File: config.mk
export PLATFORM = sky130hd
export DESIGN_NAME = obstacle_spawner_flat
export DESIGN_NICKNAME = d
export VERILOG_FILES = /design/src/rtl/obstacle_spawner_pkg.sv /design/src/rtl/obstacle_spawner_if.sv /design/src/rtl/obstacle_spawner_col_to_x.sv /design/src/rtl/obstacle_spawner.sv /design/src/flat_wrapper.sv
export SDC_FILE = /design/constraint.sdc
export NUM_CORES = 1
export LEC_CHECK = 0
export CORE_UTILIZATION = 56
export CTS_CLUSTER_DIAMETER = 30
export DETAILED_ROUTE_END_ITERATION = 10
export PLACE_DENSITY = 0.92
export SLEW_MARGIN = 20
export SYNTH_ARGS = -nofsm -noshare
export SYNTH_HDL_FRONTEND = slang
export SYNTH_HIERARCHICAL = 1
export SYNTH_SLANG_ARGS = --single-unit
File: constraint.sdc
create_clock -name clk -period 4.1 [get_ports clk]
set_input_delay 1.23 -clock clk [delete_from_list [all_inputs] [get_ports clk]]
set_output_delay 1.23 -clock clk [all_outputs]
set_load 0.02 [all_outputs]
File: src/rtl/obstacle_spawner_pkg.sv
// Shared game constants, FSM encodings and coordinate types.
// The drawing engine and the LFSR stage import the same definitions.
package obstacle_spawner_pkg;

   localparam int SCREEN_W  = 640;
   localparam int SCREEN_H  = 480;
   localparam int COL_PITCH = SCREEN_W / 16;

   localparam logic [2:0] ST_IDLE  = 3'd0;
   localparam logic [2:0] ST_LOAD  = 3'd1;
   localparam logic [2:0] ST_DRAW  = 3'd2;
   localparam logic [2:0] ST_HOLD  = 3'd3;
   localparam logic [2:0] ST_CLEAR = 3'd4;

   typedef logic [3:0] col_t;
   typedef logic [9:0] xcoord_t;
   typedef logic [8:0] ycoord_t;

endpackage

File: src/rtl/obstacle_spawner_if.sv
// Spawn request / drawing-engine handshake bundle.
// The master side is the environment, the slave side is the spawner.
interface obstacle_spawner_if;
   import obstacle_spawner_pkg::*;

   logic       spawn_req;
   col_t       rand_in;
   logic       draw_done;
   xcoord_t    load_x;
   ycoord_t    load_y;
   logic       draw_start;
   logic       busy;
   logic [7:0] spawn_count;

   modport master (
      output spawn_req, rand_in, draw_done,
      input  load_x, load_y, draw_start, busy, spawn_count
   );

   modport slave (
      input  spawn_req, rand_in, draw_done,
      output load_x, load_y, draw_start, busy, spawn_count
   );

endinterface

File: src/rtl/obstacle_spawner_col_to_x.sv
// Column index to pixel x: col*PITCH + OFFSET, purely combinational.
// The default 40-pixel pitch collapses to two shifts and adds.
module obstacle_spawner_col_to_x
   import obstacle_spawner_pkg::*;
#(
   parameter int PITCH  = 40,
   parameter int OFFSET = 4
) (
   input  col_t    col,
   output xcoord_t x
);

   xcoord_t col_w;
   assign col_w = {6'd0, col};

   generate
      if (PITCH == 40) begin : g_shift
         assign x = (col_w << 5) + (col_w << 3) + xcoord_t'(OFFSET);
      end else begin : g_mult
         assign x = xcoord_t'(int'(col) * PITCH + OFFSET);
      end
   endgenerate

endmodule

File: src/rtl/obstacle_spawner.sv
// Obstacle spawn controller: samples the LFSR column, drives the draw handshake,
// then drops load_x to zero so the LFSR advances for the next spawn.
module obstacle_spawner #(
   parameter int X_OFFSET    = 4,
   parameter int COL_PITCH   = obstacle_spawner_pkg::COL_PITCH,
   parameter int Y_START     = 0,
   parameter int HOLD_CYCLES = 2
) (
   input logic                clk,
   input logic                reset_n,
   obstacle_spawner_if.slave  bus
);
   import obstacle_spawner_pkg::*;

   logic [2:0] state, state_nxt;
   col_t       col, last_col, col_pick;
   logic [3:0] hold_cnt;
   logic       pending, last_valid;
   logic       start_spawn;
   xcoord_t    col_x, load_x;
   ycoord_t    load_y;
   logic       draw_start, busy;
   logic [7:0] spawn_count;

   assign bus.load_x      = load_x;
   assign bus.load_y      = load_y;
   assign bus.draw_start  = draw_start;
   assign bus.busy        = busy;
   assign bus.spawn_count = spawn_count;

   assign start_spawn = (state == ST_IDLE) && (bus.spawn_req || pending);

   // Never repeat the previous column back to back.
   assign col_pick = (last_valid && bus.rand_in == last_col) ? col_t'(bus.rand_in + 4'd1)
                                                             : bus.rand_in;

   obstacle_spawner_col_to_x #(
      .PITCH  (COL_PITCH),
      .OFFSET (X_OFFSET)
   ) u_col_to_x (
      .col (col),
      .x   (col_x)
   );

   always_comb begin
      state_nxt = state;
      case (state)
         ST_IDLE:  if (start_spawn) state_nxt = ST_LOAD;
         ST_LOAD:  state_nxt = ST_DRAW;
         ST_DRAW:  if (!draw_start && bus.draw_done) state_nxt = ST_HOLD;
         ST_HOLD:  if (hold_cnt == 4'd0) state_nxt = ST_CLEAR;
         ST_CLEAR: state_nxt = ST_IDLE;
         default:  state_nxt = ST_IDLE;
      endcase
   end

   always_ff @(posedge clk or negedge reset_n) begin
      if (!reset_n) begin
         state       <= ST_IDLE;
         col         <= '0;
         last_col    <= '0;
         last_valid  <= 1'b0;
         pending     <= 1'b0;
         hold_cnt    <= '0;
         load_x      <= '0;
         load_y      <= '0;
         draw_start  <= 1'b0;
         busy        <= 1'b0;
         spawn_count <= '0;
      end else begin
         state <= state_nxt;
         busy  <= (state_nxt != ST_IDLE);

         // A request in IDLE is consumed directly; only one can queue behind a spawn.
         if (state == ST_IDLE)
            pending <= 1'b0;
         else if (bus.spawn_req)
            pending <= 1'b1;

         case (state)
            ST_IDLE: begin
               if (start_spawn) col <= col_pick;
            end
            ST_LOAD: begin
               load_x     <= col_x;
               load_y     <= ycoord_t'(Y_START);
               draw_start <= 1'b1;
            end
            ST_DRAW: begin
               draw_start <= 1'b0;
               if (state_nxt == ST_HOLD) hold_cnt <= 4'(HOLD_CYCLES - 1);
            end
            ST_HOLD: begin
               if (hold_cnt != 4'd0) hold_cnt <= hold_cnt - 4'd1;
            end
            ST_CLEAR: begin
               load_x     <= '0;
               load_y     <= '0;
               last_col   <= col;
               last_valid <= 1'b1;
               if (spawn_count != 8'hFF) spawn_count <= spawn_count + 8'd1;
            end
            default: ;
         endcase
      end
   end

endmodule

File: src/flat_wrapper.sv
// flat-port wrapper written by rule: the top's interface ports become plain ports
module obstacle_spawner_flat import obstacle_spawner_pkg::*;
#(
   parameter int X_OFFSET    = 4,
   parameter int COL_PITCH   = obstacle_spawner_pkg::COL_PITCH,
   parameter int Y_START     = 0,
   parameter int HOLD_CYCLES = 2
)
  (clk, reset_n, bus_spawn_req, bus_rand_in, bus_draw_done, bus_load_x, bus_load_y, bus_draw_start, bus_busy, bus_spawn_count);
  obstacle_spawner_if bus_i ();
  input logic clk;
  input logic reset_n;
  input wire logic [$bits(bus_i.spawn_req)-1:0] bus_spawn_req;
  input wire logic [$bits(bus_i.rand_in)-1:0] bus_rand_in;
  input wire logic [$bits(bus_i.draw_done)-1:0] bus_draw_done;
  output wire logic [$bits(bus_i.load_x)-1:0] bus_load_x;
  output wire logic [$bits(bus_i.load_y)-1:0] bus_load_y;
  output wire logic [$bits(bus_i.draw_start)-1:0] bus_draw_start;
  output wire logic [$bits(bus_i.busy)-1:0] bus_busy;
  output wire logic [$bits(bus_i.spawn_count)-1:0] bus_spawn_count;
  assign bus_i.spawn_req = bus_spawn_req;
  assign bus_i.rand_in = bus_rand_in;
  assign bus_i.draw_done = bus_draw_done;
  assign bus_load_x = bus_i.load_x;
  assign bus_load_y = bus_i.load_y;
  assign bus_draw_start = bus_i.draw_start;
  assign bus_busy = bus_i.busy;
  assign bus_spawn_count = bus_i.spawn_count;
  obstacle_spawner #(.X_OFFSET(X_OFFSET), .COL_PITCH(COL_PITCH), .Y_START(Y_START), .HOLD_CYCLES(HOLD_CYCLES)) u_core (.clk(clk), .reset_n(reset_n), .bus(bus_i));
endmodule
==> results.yml, run 1 <==
run_status:
  outcome: "completed"
floorplan:
  die_x_microns: 62.1
  rows: 21
  start_util_pct: 59.6
  io_pins: 37
  die_y_microns: 62.1
  fp.coreArea_sq_um: 3390
  dieArea_sq_um: 3850
logic_synthesis:
  ys_seq_area_share_pct: 45.8
  mappedNetlistArea_sq_um: 2020
  synthSimpleGateAreaFrac_pct: 19.1
  synth_xor_area_share_pct: 6.07
  synth_top_family_by_area: "simple AND/OR/NAND/NOR gates"
  synth_edf_count: 0
  ys_types: 41
  netlist_instances: 203
  yosys-top-cells-area: "dfrtp_1 (46%), buf_4 (5.6%), o21ai_0 (4.0%), nor2b_1 (3.7%), a21oi_1 (3.5%)"
  yosys.area_share.adder_pct: 4.09
  synth_top_area_share_pct: 45.8
  async_reset_ff_share_pct: 100
  synth_compound_area_share_pct: 13.4
  yosys_warnings: 6
  synth_common_cells: "dfrtp_1 (37), o21ai_0 (16), buf_4 (15), a21oi_1 (14), nand2_1 (14)"
  synth.area.mux_share_pct: 2.79
  syn_area_per_cell_sq_um: 9.95
  ys.flop_type: "dfrtp_1"
  yosys.area.top_type: "dfrtp_1"
  yosysMostFrequentCell: "dfrtp_1"
  synth-seq-cells: 37
setup_path:
  r2r_slack_ns: 2.08
  start_kind: "flop"
  worstReg2RegStart: "u_core/state[2]"
  max_stage_delay_ns: 0.66
  crit_type: "reg2out"
  crit_family: "buffers and inverters"
  worstReg2RegEnd: "u_core/bus.spawn_count[1]"
  crit_arrival_ns: 1.51
  crit_fanout: 4
  slowest_stage: "clkdlybuf4s50_1"
  end_kind: "output pin"
  cp_num_buf_inv: 1
  required_ns: 2.87
  ff2ff_path_depth: 3
  cp_cell_sequence: "clkdlybuf4s50_1"
timing:
  tightestPinTransition_ns: 0.589
  period_minus_slack_ns: 2.74
  fin_skew_ns: 0.00597
  max_slew_margin_pct: 60.7
  final_hold_viol_count: 0
  rsz0062_at_grt: "false"
  fmax_mhz: 364
  tns_ns: 0
  setup_viol: 0
  fin_crit_sh_pct: 66.9
  final_max_slew_viol_count: 0
  setup_ws_ns: 1.36
global_routing:
  grt_antenna_before_repair: 0
  grt_max_degree: 38
  grt_pass1_vias: 1254
  grt_pass1_wl_microns: 5510
  track_usage_pct: 20.4
  grt.overflow.total: 0
power_and_ir_drop:
  ir_drop_mv: 0.289
  pwr-share-comb_pct: 43.4
  p_int_mw: 0.862
  p_sw_share_pct: 40.4
  power_density_nw_per_um2: 633
  clockPowerShare_pct: 12.6
  switching_power_mw: 0.585
  total_leakage_power_nw: 1.01
  p_total_mw: 1.45
  p_seq_share_pct: 44.1
route:
  viasPerCell: 5.27
  post_drt_wl_per_cell_microns: 12.8
  firstDrtPassIters: 4
  postRouteWirelength_microns: 3470
  drc: 0
  num_vias: 1434
  drtAntennaViolNets: 0
  drt_iter0_drc: 49
clocking:
  clock_insertion_delay_worst_skew_ns: 0.34
  numCtsBuffers: 5
  cts_setup_buffers: 0
  cts_resized: 0
  cts_buffer_depth: 2
  tritoncts: "yes"
  htreeDepth: 2
  cts_root_buf: "clkbuf_4"
  clk_pin_slew_ns: 0.10
  clock_sinks: 37
  cts_hold_buf: 0
worst_hold_path:
  holdPathEnd: "u_core/bus.spawn_count[6]"
  hold_class: "reg2reg"
  worstHoldStart: "u_core/bus.spawn_count[6]"
  hold_depth: 1
place:
  post-dp-hpwl_microns: 2460
  io_buffers: 27
  dp_cells: 264
  pre_cts_ws_ns: 1.24
  gp_congestion: 0.787
finish:
  instances_no_fill: 272
  fin_util_pct: 67.5
  layout-drive-gt1-share_pct: 9.73
  multi_input_area_sq_um: 963
  final-seq-area_sq_um: 926
  fillers: 258
  nNetsFinal: 239
  n_antenna_cell: 0
  syn_to_final_growth_pct: 13.2
flow_run:
  max-cap-violations: 0
[power groups by stage]
| stage | registers, mW | logic (mW) | clock network, mW |
|---|---|---|---|
| floorplan | 0.638 | 0.454 | 0 |
| global placement | 0.638 | 0.597 | 0 |
| detailed placement | 0.645 | 0.627 | 0 |
| CTS | 0.638 | 0.629 | 0.190 |
| global route | 0.660 | 0.704 | 0.208 |
| finish | 0.637 | 0.627 | 0.182 |
[placed cells by master, fill, tap and decap left out, types with 6 or more instances in the layout]
master / count
xor2_1: 6
a21oi_1: 14
nand2_1: 14
clkdlybuf4s50_1: 27
dfrtp_1: 37
nor2_1: 12
nand3_1: 6
o21ai_0: 16
conb_1: 12
xnor2_1: 8
nor2b_1: 12
[layer usage]
layer | global-route usage, % | wire length [microns]
met5 | 0 | 0
met4 | 9.52 | 65
met3 | 6.63 | 174
met2 | 31.9 | 1610
met1 | 25.8 | 1630
[worst max path at each step]
stage	from	to	slack (ns)	cells past startpoint
2_1_floorplan	bus_rand_in[0]	u_core/col[2]	1.90	4
3_3_place_gp	bus_rand_in[0]	u_core/col[0]	1.32	5
3_5_place_dp	bus_rand_in[0]	u_core/col[2]	1.24	5
4_1_cts	u_core/bus.spawn_count[7]	bus_spawn_count[7]	1.34	1
5_1_grt	u_core/bus.spawn_count[7]	bus_spawn_count[7]	1.30	1
6_report	u_core/bus.spawn_count[7]	bus_spawn_count[7]	1.36	1
[stage by stage]
stage | hold WS, ns | instance area [sq um]
after floorplan | 0.460 | 2050
after global placement | 0.480 | 2240
after detailed placement | 0.489 | 2240
after CTS | 0.508 | 2290
after global routing | 0.532 | 2290
final | 0.502 | 2290
[worst register-to-register path, stage by stage, from the launching register on]
cell,delay [ns]
dfrtp_1,0.68
or3b_1,0.58
a31oi_4,0.29
mux2_2,0.36
[cell type report]
| cell class | count | area share, % |
|---|---|---|
| Clock buffer | 6 | 1.81 |
| Clock inverter | 2 | 0.438 |
| Inverter | 3 | 0.492 |
| Multi-Input combinational cell | 150 | 42.1 |
| Timing Repair Buffer | 28 | 12.1 |
| Tap cell | 46 | 2.52 |
| Sequential cell | 37 | 40.5 |
[cells by family (layout without fill, tap and decap cells)]
family	Yosys count	after routing
AO/OA/AOI/OAI	42	42
XOR/XNOR	14	14
adder cells (fa/ha/maj)	6	6
buffers and inverters	25	39
flip-flops	37	37
multiplexers	5	5
other	3	12
AND/OR/NAND/NOR	71	71
[flip-flops by register name (all words and copies together) (netlist names)]
signal,cells
u_core/col,4
u_core/hold_cnt,4
u_core/bus.spawn_count,8
u_core/pending,1
u_core/last_valid,1
u_core/last_col,4
u_core/state,3
u_core/bus.load_x,10
u_core/bus.draw_start,1
u_core/bus.busy,1
Power figures use the tool's default switching activity.
==> run 2: changes to the inputs <==
CORE_UTILIZATION = 52   (was 56)
PLACE_DENSITY = 0.86   (was 0.92)
clock period = 2.6 ns   (was 4.1 ns; I/O delays follow)
==> run 2 against run 1 <==
Flip-flop and latch count unchanged. First-iteration DRC count increased by 61%. Wire length is 0.78% lower. Setup slack got worse by 0.97 ns. Clock power is 110% higher. Worst hold slack better by 0.0025 ns. Cell count grew 1.5%. Non-clock buffer count up 2. Critical endpoint unchanged. Utilization is 4.2 points lower. Sequential share of layout area shrank 0.80 points. Total power up 65%. Clock skew increased by 0.00078 ns.
==> results.yml, run 2 (synthesis gave the netlist of run 1 again) <==
global_routing:
  use_met3_pct: 6.25
  grt_antenna_before_repair: 0
  met1_usage_pct: 22.6
  grt_pass1_wl_microns: 5950
  grt_max_degree: 38
  grtUsageMet2_pct: 31.6
  grt.overflow.total: 0
  grt_busiest_layer: "met2"
  track_usage_pct: 19.1
  grt_pass1_vias: 1350
finish:
  multi_input_area_sq_um: 963
  fillers: 316
  largest_reg_flops: 10
  layout-drive-gt1-share_pct: 9.65
  syn_to_final_growth_pct: 15.5
  mostFrequentLayoutCells: "dfrtp_1 (37), clkdlybuf4s50_1 (27), o21ai_0 (16)"
  nNetsFinal: 241
  n_antenna_cell: 0
  layout_commonest_cell: "dfrtp_1"
  regMostFlops: "u_core/bus.load_x"
  final-seq-area_sq_um: 926
  top_regs: "u_core/bus.load_x: 10 flops, u_core/bus.spawn_count: 8 flops"
clocking:
  clock_sinks: 37
  clock_insertion_delay_worst_skew_ns: 0.29
  tritoncts: "yes"
  numCtsBuffers: 5
  cts_setup_buffers: 0
  clk_pin_slew_ns: 0.06
  cts_resized: 0
  cts_hold_buf: 0
  htreeDepth: 2
  cts_root_buf: "clkbuf_8"
  cts_buffer_depth: 2
timing:
  tns_ns: 0
  period_minus_slack_ns: 2.21
  final_hold_viol_count: 0
  fin_skew_ns: 0.00675
  rsz0062_at_grt: "false"
  fin_crit_sh_pct: 85.1
  setup_viol: 0
  final_max_slew_viol_count: 0
  fmax_mhz: 452
worst_hold_path:
  hold_depth: 1
  worstHoldStart: "u_core/hold_cnt[0]"
  hold_class: "reg2reg"
  holdPathEnd: "u_core/hold_cnt[0]"
power_and_ir_drop:
  total_leakage_power_nw: 1.03
  ir_drop_mv: 0.407
  power_density_nw_per_um2: 1020
  p_total_mw: 2.39
floorplan:
  die_x_microns: 64.3
  dieArea_sq_um: 4140
  start_util_pct: 54.8
  rows: 22
  fp.coreArea_sq_um: 3690
  die_y_microns: 64.3
  io_pins: 37
flow_run:
  max-cap-violations: 0
route:
  firstDrtPassIters: 4
  viasPerCell: 5.36
  post_drt_wl_per_cell_microns: 12.5
  drt_iter0_drc: 79
  postRouteWirelength_microns: 3450
  num_vias: 1479
  drc: 0
  drtAntennaViolNets: 0
setup_path:
  crit_family: "buffers and inverters"
  ff2ff_path_depth: 3
  crit_fanout: 4
  crit_arrival_ns: 1.43
  worstReg2RegEnd: "u_core/bus.spawn_count[1]"
  end_kind: "output pin"
  crit_type: "reg2out"
  cp-startpoint: "u_core/bus.spawn_count[7]"
  cp_num_buf_inv: 1
  start_kind: "flop"
  max_stage_delay_ns: 0.66
  r2r_slack_ns: 0.79
  slowest_stage: "clkdlybuf4s50_1"
  required_ns: 1.82
  cp_cell_sequence: "clkdlybuf4s50_1"
  worstReg2RegStart: "u_core/state[1]"
place:
  gp_congestion: 0.856
  io_buffers: 27
  post-dp-hpwl_microns: 2440
run_status:
  outcome: "completed"
## run 2: metal layers
metal	part of all wire [%]	up-vias
li1	-	721
met1	46	714
met2	48	39
met3	4.9	5
met4	1.1	0
met5	0	-
## run 2: final cells by class
cell class / instances / share of cell area, %
Multi-Input combinational cell: 150 / 41.3
Inverter: 3 / 0.483
Clock buffer: 8 / 3.43
Tap cell: 48 / 2.57
Sequential cell: 37 / 39.7
Timing Repair Buffer: 30 / 12.5
## run 2: worst max path at each step
stage / end / cells after the start
final: bus_spawn_count[7] / 1
after global routing: bus_spawn_count[7] / 1
after CTS: bus_spawn_count[7] / 1
after detailed placement: u_core/col[0] / 5
after global placement: u_core/col[3] / 5
after floorplan: u_core/col[2] / 4
## run 2: where the power goes
part	internal, mW	total [mW]	switching [mW]
sequential	0.769	0.949	0.180
combinational	0.503	1.06	0.555
clock	0.190	0.379	0.189
total	1.46	2.39	0.924
## run 2: metrics by stage
stage	setup slack, ns	std cells	hold WS, ns	utilization, %	cell area [sq um]
after floorplan	0.854	212	0.460	-	2050
after global placement	0.274	268	0.480	61.1	2250
after detailed placement	0.199	268	0.491	61.1	2250
after CTS	0.371	276	0.506	63.3	2330
after global routing	0.331	276	0.530	63.3	2330
final	0.388	276	0.504	63.3	2330
